$ cat config.mk
export PLATFORM = sky130hd
export DESIGN_NAME = vvp_shacc
export DESIGN_NICKNAME = d
export VERILOG_FILES = /design/src/rtl/vvp_shacc.sv
export SDC_FILE = /design/constraint.sdc
export NUM_CORES = 1
export LEC_CHECK = 0
export BUFFER_PORTS_ARGS = -buffer_cell sky130_fd_sc_hd__buf_2
export CORE_ASPECT_RATIO = 1.4
export CORE_MARGIN = 2
export CORE_UTILIZATION = 30
export CTS_BUF_LIST = sky130_fd_sc_hd__clkbuf_16
export DETAILED_ROUTE_END_ITERATION = 6
export GPL_TIMING_DRIVEN = 0
export HOLD_SLACK_MARGIN = 0.1
export PLACE_DENSITY_LB_ADDON = 0.12
export SLEW_MARGIN = 20
export SYNTH_ARGS = -nofsm -noshare
export SYNTH_HDL_FRONTEND = slang
export SYNTH_SLANG_ARGS = --single-unit
$ cat constraint.sdc
create_clock -name clk -period 5.9 [get_ports clk]
set_input_delay 0.885 -clock clk [delete_from_list [all_inputs] [get_ports clk]]
set_output_delay 0.885 -clock clk [all_outputs]
set_load 0.05 [all_outputs]
$ cat src/rtl/vvp_shacc.sv
// Bit-serial shift-accumulator behind the vvp reduction tree.
// Folds MSB-first plane partial sums into one saturated dot product.
module vvp_shacc #(
    parameter int N    = 64,
    parameter int IW   = $clog2(N) + 2,
    parameter int OW   = 32,
    parameter int PMAX = 16,
    parameter int CW   = $clog2(PMAX + 1)
) (
    input  logic                 clk,
    input  logic                 rst,
    input  logic                 in_valid,
    output logic                 in_ready,
    input  logic signed [IW-1:0] in_s,
    input  logic                 in_first,
    input  logic                 in_last,
    input  logic                 in_neg,
    output logic                 out_valid,
    input  logic                 out_ready,
    output logic signed [OW-1:0] out_data,
    output logic        [CW-1:0] out_planes,
    output logic                 out_sat,
    output logic                 proto_err
);

    typedef enum logic {IDLE, ACC} state_t;

    localparam logic signed [OW+1:0] MAXV = {3'b000, {(OW-1){1'b1}}};
    localparam logic signed [OW+1:0] MINV = {3'b111, {(OW-1){1'b0}}};
    localparam logic [CW-1:0] PMAX_C = CW'(PMAX);

    state_t state;
    logic signed [OW-1:0] acc;
    logic [CW-1:0] cnt;
    logic sat;

    logic accept, drop, upd, n_err, n_sat;
    logic signed [OW-1:0] n_acc;
    logic [CW-1:0] n_cnt;
    logic signed [OW+1:0] s_ext, t, t_c, sh, sh_c, sum, sum_c;
    logic t_ovf, sh_ovf, sum_ovf;

    function automatic logic signed [OW+1:0] clamp(input logic signed [OW+1:0] v);
        if (v > MAXV) return MAXV;
        if (v < MINV) return MINV;
        return v;
    endfunction

    function automatic logic ovf(input logic signed [OW+1:0] v);
        return (v > MAXV) || (v < MINV);
    endfunction

    assign in_ready = !(out_valid && !out_ready);
    assign accept   = in_valid && in_ready;
    assign drop     = (state == IDLE) || (cnt == PMAX_C);

    // Shift is clamped before the add so a saturated acc stays pinned.
    always_comb begin
        s_ext   = {{(OW+2-IW){in_s[IW-1]}}, in_s};
        t       = in_neg ? -s_ext : s_ext;
        t_c     = clamp(t);
        t_ovf   = ovf(t);
        sh      = {acc[OW-1], acc, 1'b0};
        sh_c    = clamp(sh);
        sh_ovf  = ovf(sh);
        sum     = sh_c + t;
        sum_c   = clamp(sum);
        sum_ovf = ovf(sum);
    end

    always_comb begin
        upd   = 1'b0;
        n_err = 1'b0;
        n_acc = acc;
        n_cnt = cnt;
        n_sat = sat;
        if (accept) begin
            unique case (1'b1)
                in_first: begin
                    upd   = 1'b1;
                    n_err = (state == ACC);
                    n_acc = t_c[OW-1:0];
                    n_cnt = CW'(1);
                    n_sat = t_ovf;
                end
                !in_first && drop: begin
                    n_err = 1'b1;
                end
                !in_first && !drop: begin
                    upd   = 1'b1;
                    n_acc = sum_c[OW-1:0];
                    n_cnt = cnt + 1'b1;
                    n_sat = sat | sh_ovf | sum_ovf;
                end
                default: ;
            endcase
        end
    end

    always_ff @(posedge clk) begin
        if (rst) begin
            state      <= IDLE;
            acc        <= '0;
            cnt        <= '0;
            sat        <= 1'b0;
            out_valid  <= 1'b0;
            out_data   <= '0;
            out_planes <= '0;
            out_sat    <= 1'b0;
            proto_err  <= 1'b0;
        end else begin
            proto_err <= n_err;
            if (out_valid && out_ready) out_valid <= 1'b0;
            if (upd) begin
                acc <= n_acc;
                cnt <= n_cnt;
                sat <= n_sat;
                if (in_last) begin
                    out_data   <= n_acc;
                    out_planes <= n_cnt;
                    out_sat    <= n_sat;
                    out_valid  <= 1'b1;
                    state      <= IDLE;
                end else begin
                    state <= ACC;
                end
            end
        end
    end

endmodule

# Word-level counts from Yosys, hierarchy flattened
# Index checks and enable logic that the tools add are counted.
[totals] mem_bits_ro=0 ram_bits=0 memories=0 register_bits=79 elab_cells=74 latch_bits=0 input_bits=15 out_inout_bits=41
[op_classes] muxes=35 bitwise_logic=4 div=0 n_reduce_logical=16 shifts=0 add_sub_neg=3 n_eq_ne=1 n_lt_le_gt_ge=6 mul=0
[op_table] operator="$mux W32" n=9
[op_table] operator="$mux W34" n=5
[op_table] operator="$gt A34 B32 Y1 const B" n=2
[op_table] operator="$lt A34 B32 Y1 const B" n=2
[op_table] operator="$pmux W32 S2" n=1
[op_table] operator="$add A34 B34 Y34" n=1
[op_table] operator="$neg A8 Y34" n=1
[op_table] operator="$gt A33 B32 Y1 const B" n=1
[op_table] operator="$lt A33 B32 Y1 const B" n=1
[op_table] operator="$mux W1" n=16
[op_table] operator="$pmux W5 S2" n=1
[op_table] operator="$add A5 B1 Y5 const B" n=1
[op_table] operator="$eq A5 B5 Y1 const B" n=1
[op_table] operator="$logic_and A1 B1 Y1" n=5
[op_table] operator="$mux W5" n=1
[op_table] operator="$logic_not A1 Y1" n=4
[op_table] operator="$logic_or A1 B1 Y1" n=4
[op_table] operator="$pmux W1 S2" n=2
[op_table] operator="$reduce_or A2 Y1" n=2
[op_table] operator="$not A1 Y1" n=2
[op_table] operator="$or A1 B1 Y1" n=2
[op_table] operator="$reduce_and A2 Y1" n=1

# Longest topological paths before layout
# Gate-level depths: netlist of the first run.
[depth] word_depth=13 depth_mapped=20 ltp_nobuf=18

# Least setup slack after synthesis of the first run
# No wires, ideal clock.
[synth_path] path_type="input port to flip-flop" from="in in_s[3]" to="reg out_data[6]" slack_ps=602 setup_time_ps=133 arrival_ps=5165 path_stages=18 path_cell_list="or3_1 or3b_2 or3_1 ha_1 a21oi_1 ha_1 buf_2 a21oi_1 o21ai_0 o2111a_1 o21ai_0 a2111oi_0 or3_2 a31oi_2 nor3_4 buf_6 a2bb2oi_1 a211oi_2"
[synth_via] elab_chain_cells=10 word_cells_on_any_way=21 cone_classes="add/sub: 2; order compare: 4; mux: 15"
[synth_lines] item="from (decl)" line="14" text="input logic signed [IW-1:0] in_s,"
[synth_lines] item="$neg A8 Y34" line="60" text="t = in_neg ? -s_ext : s_ext;"
[synth_lines] item="$mux W34 (*)" line="60"
[synth_lines] item="$add A34 B34 Y34" line="66" text="sum = sh_c + t;"
[synth_lines] item="$lt A34 B32 Y1" line="45" text="if (v < MINV) return MINV;"
[synth_lines] item="$mux W1 (2 in series)" line="45"
[synth_lines] item="$mux W32" line="46" text="return v;"
[synth_lines] item="$mux W32" line="45"
[synth_lines] item="$pmux W32 S2 (*)" line="78" text="unique case (1'b1)"
[synth_lines] item="$mux W32 (*)" line="77" text="if (accept) begin"
[synth_lines] item="to (signal assigned)" line="119" text="out_data <= n_acc;"
[synth_lines] item="to (decl)" line="20" text="output logic signed [OW-1:0] out_data,"
# Mark *: on every way between the ends. The rest lies on a longest branch, timed or not. The select of a mux whose other input is x is not followed.
# A chain may end at the register's enable or synchronous reset.

# Final worst setup path of the first run
[layout_path] from="in in_s[3]" to="reg out_data[0]"
# Same word-level chain as after synthesis.

==> impl_summary.log, run 1 <==
[metrics] status: finished clean
[metrics] worst slack on hold paths: 0.455 ns
[metrics] via count of the first global-routing pass: 6165
[metrics] Sinks on Clock Net: between 70 and 80
[metrics] CTS tree: yes
[metrics] fraction of the cycle the final worst path needs: between 90% and 100%
[metrics] number of pins exceeding their max-slew limit in the final report: 0
[metrics] portion of netlist area occupied by mux cells: less than 1%
[metrics] number of H-tree levels: 3
[metrics] layout cell share with drive strength beyond 1: between 10% and 20%
[metrics] initial antenna violation count: 0
[metrics] mean instance size in the synthesized netlist: 7.63 sq um
[metrics] leakage power: approximately 3.0 nW
[metrics] maximum number of pins on one net before global-route repair: 14
[metrics] Die Wd: 124 microns
[metrics] remaining antenna violation count: 0
[metrics] final critical delay including setup and external delays: 5.68 ns
[metrics] kind of critical path: in -> reg
[metrics] total track usage: 22.0%
[metrics] most frequent cells after synthesis: 108 x nor2_1, 84 x a21oi_1, 79 x dfxtp_1, 69 x nand2_1
[metrics] Std-Cell Rows: 61
[metrics] predominant post-synthesis flop cell: dfxtp_1
[metrics] dominant combinational cell family by area after synthesis: compound AO/OA/AOI/OAI gates
[metrics] routed length per placed instance: between 20 and 25 microns
[metrics] Area growth syn-to-layout: 16.8%
[metrics] worst hold-check path type: reg -> reg
[metrics] overall die area: approximately 21000 sq um
[metrics] transition time at the pin with the least slew margin: ~0.85 ns
[metrics] Clock Tree Buf Depth: 2
[metrics] flip-flop and latch count after synthesis: between 70 and 80
[metrics] clock insertion delay at the later pin of the skew report: between 0.3 and 0.4 ns
[metrics] max-cap viol count: 0
[metrics] setup-violating endpoint count in the final report: 0
[metrics] number of hold buffers added after CTS: 0
[metrics] Max rail drop VDD: around 150 uV
[metrics] number of unique standard cell types used by synthesis: 59
[metrics] fin nets: 917
[metrics] final hold violations: 0
[metrics] maximum clock rate: approximately 180 MHz
[metrics] DRC Markers: 0
[metrics] category of the worst setup path capture point: flop
[metrics] Final Routed Wirelength: roughly 23000 microns
[metrics] number of instances in the synthesized netlist: approximately 790
[metrics] biggest area contributors in the synthesized netlist: dfxtp_1 26%, ha_1 10%, a21oi_1 7.0%
[metrics] wire length of the first global-routing pass: between 30000 and 40000 microns
[metrics] share of the core filled with cells: 35.5%
[metrics] Ports: 56
[metrics] fillers: 2194
[metrics] post-synthesis share of cell area spent on and, or, nand and nor gates: around 18%
[metrics] number of port buffers: 52
[metrics] Synth Area in Compound Gates: roughly 34%
[metrics] TritonCTS Buffers: 9
[metrics] RD Place Congestion: approximately 0.9
[metrics] post-synthesis cell area: ~6000 sq um
[metrics] Worst slew margin: about 43%
[metrics] Worst R2R Setup Slack: approximately 0.98 ns
[metrics] most frequent cell after synthesis: nor2_1
[metrics] starting utilization of the core area: a little under a third
[metrics] clock-pin slew reported for the worst setup and hold paths after clock tree synthesis: approximately 0.060 ns
[metrics] Congestion Overflow GR: 0
[metrics] maximum fanout count along the critical path: 7
[metrics] synthesized net count: between 800 and 900
[metrics] synthesis warning total: 0
[metrics] Post-synth EDFFs: 0
[metrics] drt first pass iters: 5
[metrics] share of synthesized flip-flops with an asynchronous set or reset: 0%
[metrics] diodes inserted: 0
[metrics] Clock Tree Root: clkbuf_16
[metrics] portion of the post-synthesis area used by sequential elements: 26.3%
[metrics] area share of fa/ha/maj cells after synthesis: approximately 10%
[metrics] vias per cell: 5.52
[metrics] library cell with the largest summed area after synthesis: dfxtp_1
[metrics] data arrival time at the worst-slack endpoint: 5.87 ns
[metrics] die height: 171 microns
[metrics] RSZ-0062 raised after global routing: false
[metrics] Req. time, crit path: approximately 6 ns
[metrics] Via Count: a little over 6000
[metrics] share of the synthesized area in the top cell type: 26.3%
[metrics] detailed router's first-iteration violation count: around 310
[metrics] Worst setup SP type: primary input
[metrics] XOR/XNOR share of the synthesized area: ~5.7%
[metrics] Worst Skew: ~0.0066 ns
[metrics] post-detailed-placement half-perimeter wirelength: about 18000 microns
[metrics] power per unit of standard cell area: roughly 310 nW/um^2
[metrics] core area: approximately 20000 sq um
power breakdown:
group | internal [mW] | switching, mW
registers | 0.575 | 0.0259
logic | 0.359 | 0.702
clock network | 0.281 | 0.226
total | 1.22 | 0.954
flip-flops by register name, indices dropped and copies added, names as in the netlist:
register    cells
acc            32
out_data       32
cnt             5
out_planes      5
out_sat         1
out_valid       1
proto_err       1
sat             1
state           1
layout make-up:
| class | instances | area [sq um] | area share, % |
|---|---|---|---|
| Inverter | 18 | 67.6 | 0.963 |
| Timing Repair Buffer | 56 | 303 | 4.32 |
| Clock buffer | 9 | 225 | 3.21 |
| Buffer | 54 | 245 | 3.50 |
| Tap cell | 252 | 315 | 4.50 |
| Sequential cell | 79 | 1580 | 22.6 |
| Multi-Input combinational cell | 635 | 4230 | 60.4 |
| Clock inverter | 7 | 41.3 | 0.589 |
metal layers:
metal | up-vias | GRT usage (%) | wire length (microns)
li1 | 3027 | - | -
met1 | 2906 | 25.7 | 9210
met2 | 152 | 39.6 | 11800
met3 | 45 | 2.42 | 837
met4 | 0 | 9.78 | 970
met5 | - | 0 | 0
final timing paths:
| kind | startpoint | end | depth (start not counted) |
|---|---|---|---|
| worst min-delay path | out_planes[1] | out_planes[1] | 2 |
| worst max register to register | acc[31] | acc[17] | 18 |
| worst max-delay path | in_s[3] | out_data[0] | 19 |
| worst min register to register | out_planes[1] | out_planes[1] | 2 |
cells by family after synthesis:
kind of cell	count (synthesis)
flip-flops	79
AO/OA/AOI/OAI	304
multiplexers	1
AND/OR/NAND/NOR	243
adder cells (fa/ha/maj)	49
XOR/XNOR	38
buffers and inverters	73
stage by stage:
step	instance area [sq um]	TNS (ns)	setup WS, ns	power, mW	cells
3_5_place_dp	6580	-30.59	-0.628	1.62	1091
5_1_grt	7010	0	0.0104	2.31	1110
2_1_floorplan	6000	0	0.602	1.32	787
4_1_cts	6900	0	0.00690	2.14	1108
3_3_place_gp	6580	-32.22	-0.672	1.62	1091
6_report	7010	0	0.218	2.17	1110
worst max-delay path, stage by stage:
cell and delay [ns]:
buf_2 0.12, or3_1 0.39, or3b_2 0.52, or3_1 0.36, ha_1 0.30, a21oi_2 0.29, ha_1 0.28, buf_2 0.17
a21oi_1 0.23, o21ai_1 0.17, o2111a_1 0.29, o21ai_2 0.13, a2111oi_2 0.13, or3_2 0.48, nand2_1 0.19, a21oi_4 0.13
buf_4 0.20, o21ai_0 0.43, a311oi_1 0.17
timing repair:
action                                  CTS  global route
setup buffers                             1             3
resized for setup                         9            22
endpoints found under the setup margin   55            58
cloned                                    0             0
pin swaps                                 0             5
cell usage in the layout (no fill, tap or decap), types with 3 or more instances in the layout:
cell type and count:
a311oi_1 30, inv_1 18, xor2_1 17, buf_4 4, a21oi_1 70, a211oi_1 40
ha_1 48, a21o_1 48, o31ai_1 5, nor3_1 9, nand2b_1 7, clkbuf_1 41
a21oi_2 14, o211ai_1 9, nand3_1 12, and2_1 6, or3_1 10, a22oi_1 4
xnor2_1 19, a31oi_1 4, nand4_1 10, dfxtp_1 79, nor2_1 108, a21oi_4 3
buf_2 59, buf_6 3, o21ai_0 44, nand2_1 68, clkbuf_16 9, a211oi_2 5
(Power assumes the default switching activity.)
==> inputs of run 2 (changes only) <==
--- a/config.mk
+++ b/config.mk
@@ -6,7 +6,6 @@
 export NUM_CORES = 1
 export LEC_CHECK = 0
 export BUFFER_PORTS_ARGS = -buffer_cell sky130_fd_sc_hd__buf_2
-export CORE_ASPECT_RATIO = 1.4
 export CORE_MARGIN = 2
 export CORE_UTILIZATION = 30
 export CTS_BUF_LIST = sky130_fd_sc_hd__clkbuf_16
==> impl_summary.log, run 2 (synthesis results as in run 1) <==
[metrics] status: finished clean
[metrics] Clock Tree Buf Depth: 2 (unchanged)
[metrics] Max rail drop VDD: 131 uV (-11%)
[metrics] fillers: 2158 (-1.6%)
[metrics] Buf/Inv on CP: 4 (+1)
[metrics] starting utilization of the core area: 30.7% (+0.38 points)
[metrics] crit-path max cell delay: 0.50 ns (-0.02 ns)
[metrics] depth of the worst hold-timing path: 2 (unchanged)
[metrics] Clock Tree Root: clkbuf_16
[metrics] Worst path slowest cell: or3b_2
[metrics] worst hold-check path type: reg -> reg
[metrics] max-cap viol count: 0 (unchanged)
[metrics] fin nets: 916 (-0.11%)
[metrics] diodes inserted: 0 (unchanged)
[metrics] Hold Path Origin: out_planes[2]
[metrics] die height: 145 microns (-15%)
[metrics] Req. time, crit path: 6.08 ns (about the same)
[metrics] net switching fraction of the power: 42.6% (-1.3 points)
[metrics] Die Wd: 145 microns (+18%)
[metrics] P_int: 1.25 mW (+3.0%)
[metrics] Sinks on Clock Net: 79 (unchanged)
[metrics] Ports: 56 (unchanged)
[metrics] RD Place Congestion: 0.906 (+0.32%)
[metrics] Congestion Overflow GR: 0 (unchanged)
[metrics] final hold violations: 0 (unchanged)
[metrics] initial antenna violation count: 0 (unchanged)
[metrics] combinational cell fraction of total power: 47.2% (-1.7 points)
[metrics] clock network fraction of total power: 25.3% (+1.9 points)
[metrics] biggest regs: acc (32), out_data (32)
[metrics] Final Instance Area: 7060 sq um (+0.61%)
[metrics] worst-case setup margin in the final layout: 0.143 ns (-0.0748 ns)
[metrics] leakage power: 2.99 nW (+0.19%)
[metrics] Std-Cell Rows: 51 (-16%)
[metrics] routed wl met2: 10300 microns (-13%)
[metrics] Worst R2R Setup Slack: 1.02 ns (+0.04 ns)
[metrics] final critical delay including setup and external delays: 5.76 ns (+0.0748 ns)
[metrics] maximum fanout count along the critical path: 10 (+3)
[metrics] # placed instances: 1104 (+1.2%)
[metrics] RSZ-0062 raised after global routing: false
[metrics] highest metal layer with signal wires: met4
[metrics] endpoint of the worst hold-timing path: out_planes[2]
[metrics] Worst slew margin: 34.1% (-8.8 points)
[metrics] total track usage: 20.5% (-1.4 points)
[metrics] data arrival time at the worst-slack endpoint: 5.94 ns (+0.07 ns)
[metrics] Worst Skew: 0.00756 ns (+0.000953 ns)
[metrics] overall die area: 21200 sq um (about the same)
[metrics] TritonCTS Buffers: 9 (unchanged)
[metrics] Total Power: 2.18 mW (+0.63%)
[metrics] DRC Markers: 0 (unchanged)
[metrics] routed length per placed instance: 19.7 microns (-3.8%)
[metrics] CTS tree: yes
[metrics] via count of the first global-routing pass: 5822 (-5.6%)
[metrics] top cell family by delay on the critical path: compound AO/OA/AOI/OAI gates
[metrics] transition time at the pin with the least slew margin: 0.988 ns (+0.139 ns)
[metrics] detailed router's first-iteration violation count: 376 (+21%)
[metrics] kind of critical path: in -> reg
[metrics] clock insertion delay at the later pin of the skew report: 0.34 ns (about the same)
[metrics] commonest cells after routing, fill and taps aside: 108 x nor2_1, 79 x dfxtp_1, 72 x a21oi_1
[metrics] power per unit of standard cell area: 309 nW/um^2 (about the same)
[metrics] sw power: 931 uW (-2.4%)
[metrics] worst slack after detailed placement: -0.829 ns (-0.201 ns)
[metrics] maximum number of pins on one net before global-route repair: 14 (unchanged)
[metrics] fraction of the cycle the final worst path needs: 97.6% (+1.3 points)
[metrics] layout cell share with drive strength beyond 1: 14.1% (-0.20 points)
[metrics] worst-path cell chain: buf_2 -> or3_1 -> or3b_2 -> or3_1 -> ha_1 -> a21oi_4 -> ha_1 -> buf_2 -> a21oi_1 -> o21ai_1 -> o2111a_1 -> o21ai_2 -> a2111oi_1 -> or3_2 -> a31oi_4 -> nor3_4 -> buf_12 -> buf_6 -> a21oi_1 -> a211oi_1
[metrics] vias per cell: 5.42 (-1.9%)
[metrics] core area: 19500 sq um (-1.2%)
[metrics] drt first pass iters: 4 (-1)
[metrics] remaining antenna violation count: 0 (unchanged)
[metrics] Worst setup SP type: primary input
[metrics] number of H-tree levels: 3 (unchanged)
[metrics] number of port buffers: 52 (unchanged)
[metrics] Non-Filler Instances: 1121 (+0.99%)
[metrics] wire length of the first global-routing pass: 34200 microns (-2.0%)
[metrics] combined area of the multi-input logic cells: 4250 sq um (+0.32%)
[metrics] total placed instance area: 6590 sq um (+0.25%)
[metrics] number of hold buffers added after CTS: 0 (unchanged)
[metrics] category of the worst setup path capture point: flop
[metrics] setup-violating endpoint count in the final report: 0 (unchanged)
[metrics] number of pins exceeding their max-slew limit in the final report: 0 (unchanged)
[metrics] met1 layer wirelength in the final routing: 10400 microns (+13%)
[metrics] Final Routed Wirelength: 22100 microns (-2.9%)
[metrics] sum of met3 wire segment lengths after detailed routing: 1120 microns (+33%)
[metrics] footprint of the flip-flops and latches: 1580 sq um (unchanged)
[metrics] Via Count: 6071 (-0.96%)
[metrics] leading cell type in the layout, fill and taps excluded: nor2_1
[metrics] beginning of the worst register-to-register path: acc[30]
[metrics] clock-pin slew reported for the worst setup and hold paths after clock tree synthesis: 0.06 ns (about the same)
[metrics] maximum clock rate: 174 MHz (-1.3%)
[metrics] post-detailed-placement half-perimeter wirelength: 17900 microns (-2.0%)
[metrics] end of the worst register-to-register path: acc[7]
[metrics] total negative setup slack: 0 ns (unchanged)
[metrics] part of the power in registers: 27.5% (-0.2 points)
[metrics] Area growth syn-to-layout: 17.6%
[metrics] worst reg-to-reg path cell count: 18 (unchanged)
-- run 2: area by class of cell --
type	count	area share [%]
sequential	79	22.4
inverter	18	0.958
clock inverter	6	0.851
clock buffer	9	3.19
multi-input combinational	635	60.2
timing repair buffer	54	4.08
buffer	55	3.60
tap	265	4.70
-- run 2: worst reg2reg max path: stages (launching register included) --
cell and delay [ns]:
dfxtp_1 0.35, inv_1 0.07, ha_1 0.19, inv_1 0.12
clkbuf_1 0.50, a21o_1 0.23, ha_1 0.28, a211oi_1 0.36
o211ai_1 0.20, a41oi_2 0.32, a31oi_1 0.16, or4_1 0.55
o211a_1 0.25, a31oi_4 0.33, nor3_4 0.09, buf_12 0.18
buf_6 0.16, a21oi_1 0.27, a211oi_1 0.12
-- run 2: worst max-delay path by stage --
stage | depth (start not counted) | slack [ns] | end | from
after floorplan | 18 | 0.60 | out_data[6] | in_s[3]
after global placement | 18 | -0.88 | out_data[17] | in_s[3]
after detailed placement | 18 | -0.83 | out_data[17] | in_s[3]
after CTS | 20 | 0.09 | out_data[17] | in_s[3]
after global routing | 20 | 0.005 | acc[8] | in_s[3]
final | 20 | 0.14 | acc[7] | in_s[3]
-- run 2: timing repair --
item | in CTS | in global routing
pin swaps | 1 | 3
gates resized for setup | 22 | 14
setup endpoints to repair | 58 | 52
setup buffers | 2 | 0
-- run 2: power by group through the flow --
stage | Combinational [mW] | Sequential (mW) | Clock, mW
after floorplan | 0.666 | 0.659 | 0
after global placement | 0.982 | 0.612 | 0
after detailed placement | 0.975 | 0.612 | 0
after CTS | 1.01 | 0.601 | 0.561
after global routing | 1.12 | 0.606 | 0.580
final | 1.03 | 0.601 | 0.551
-- run 2: per-stage QoR --
stage,util [%],hold WS (ns)
global placement,33.8,0.447
floorplan,-,0.451
CTS,35.8,0.469
global route,36.1,0.495
detailed placement,33.8,0.456
finish,36.1,0.464
-- run 2: metal layers --
metal | vias to the layer above | global-route usage [%]
met1 | 2872 | 28.6
li1 | 3014 | -
met3 | 22 | 2.70
met4 | 0 | 4.26
met5 | - | 0
met2 | 163 | 34.1
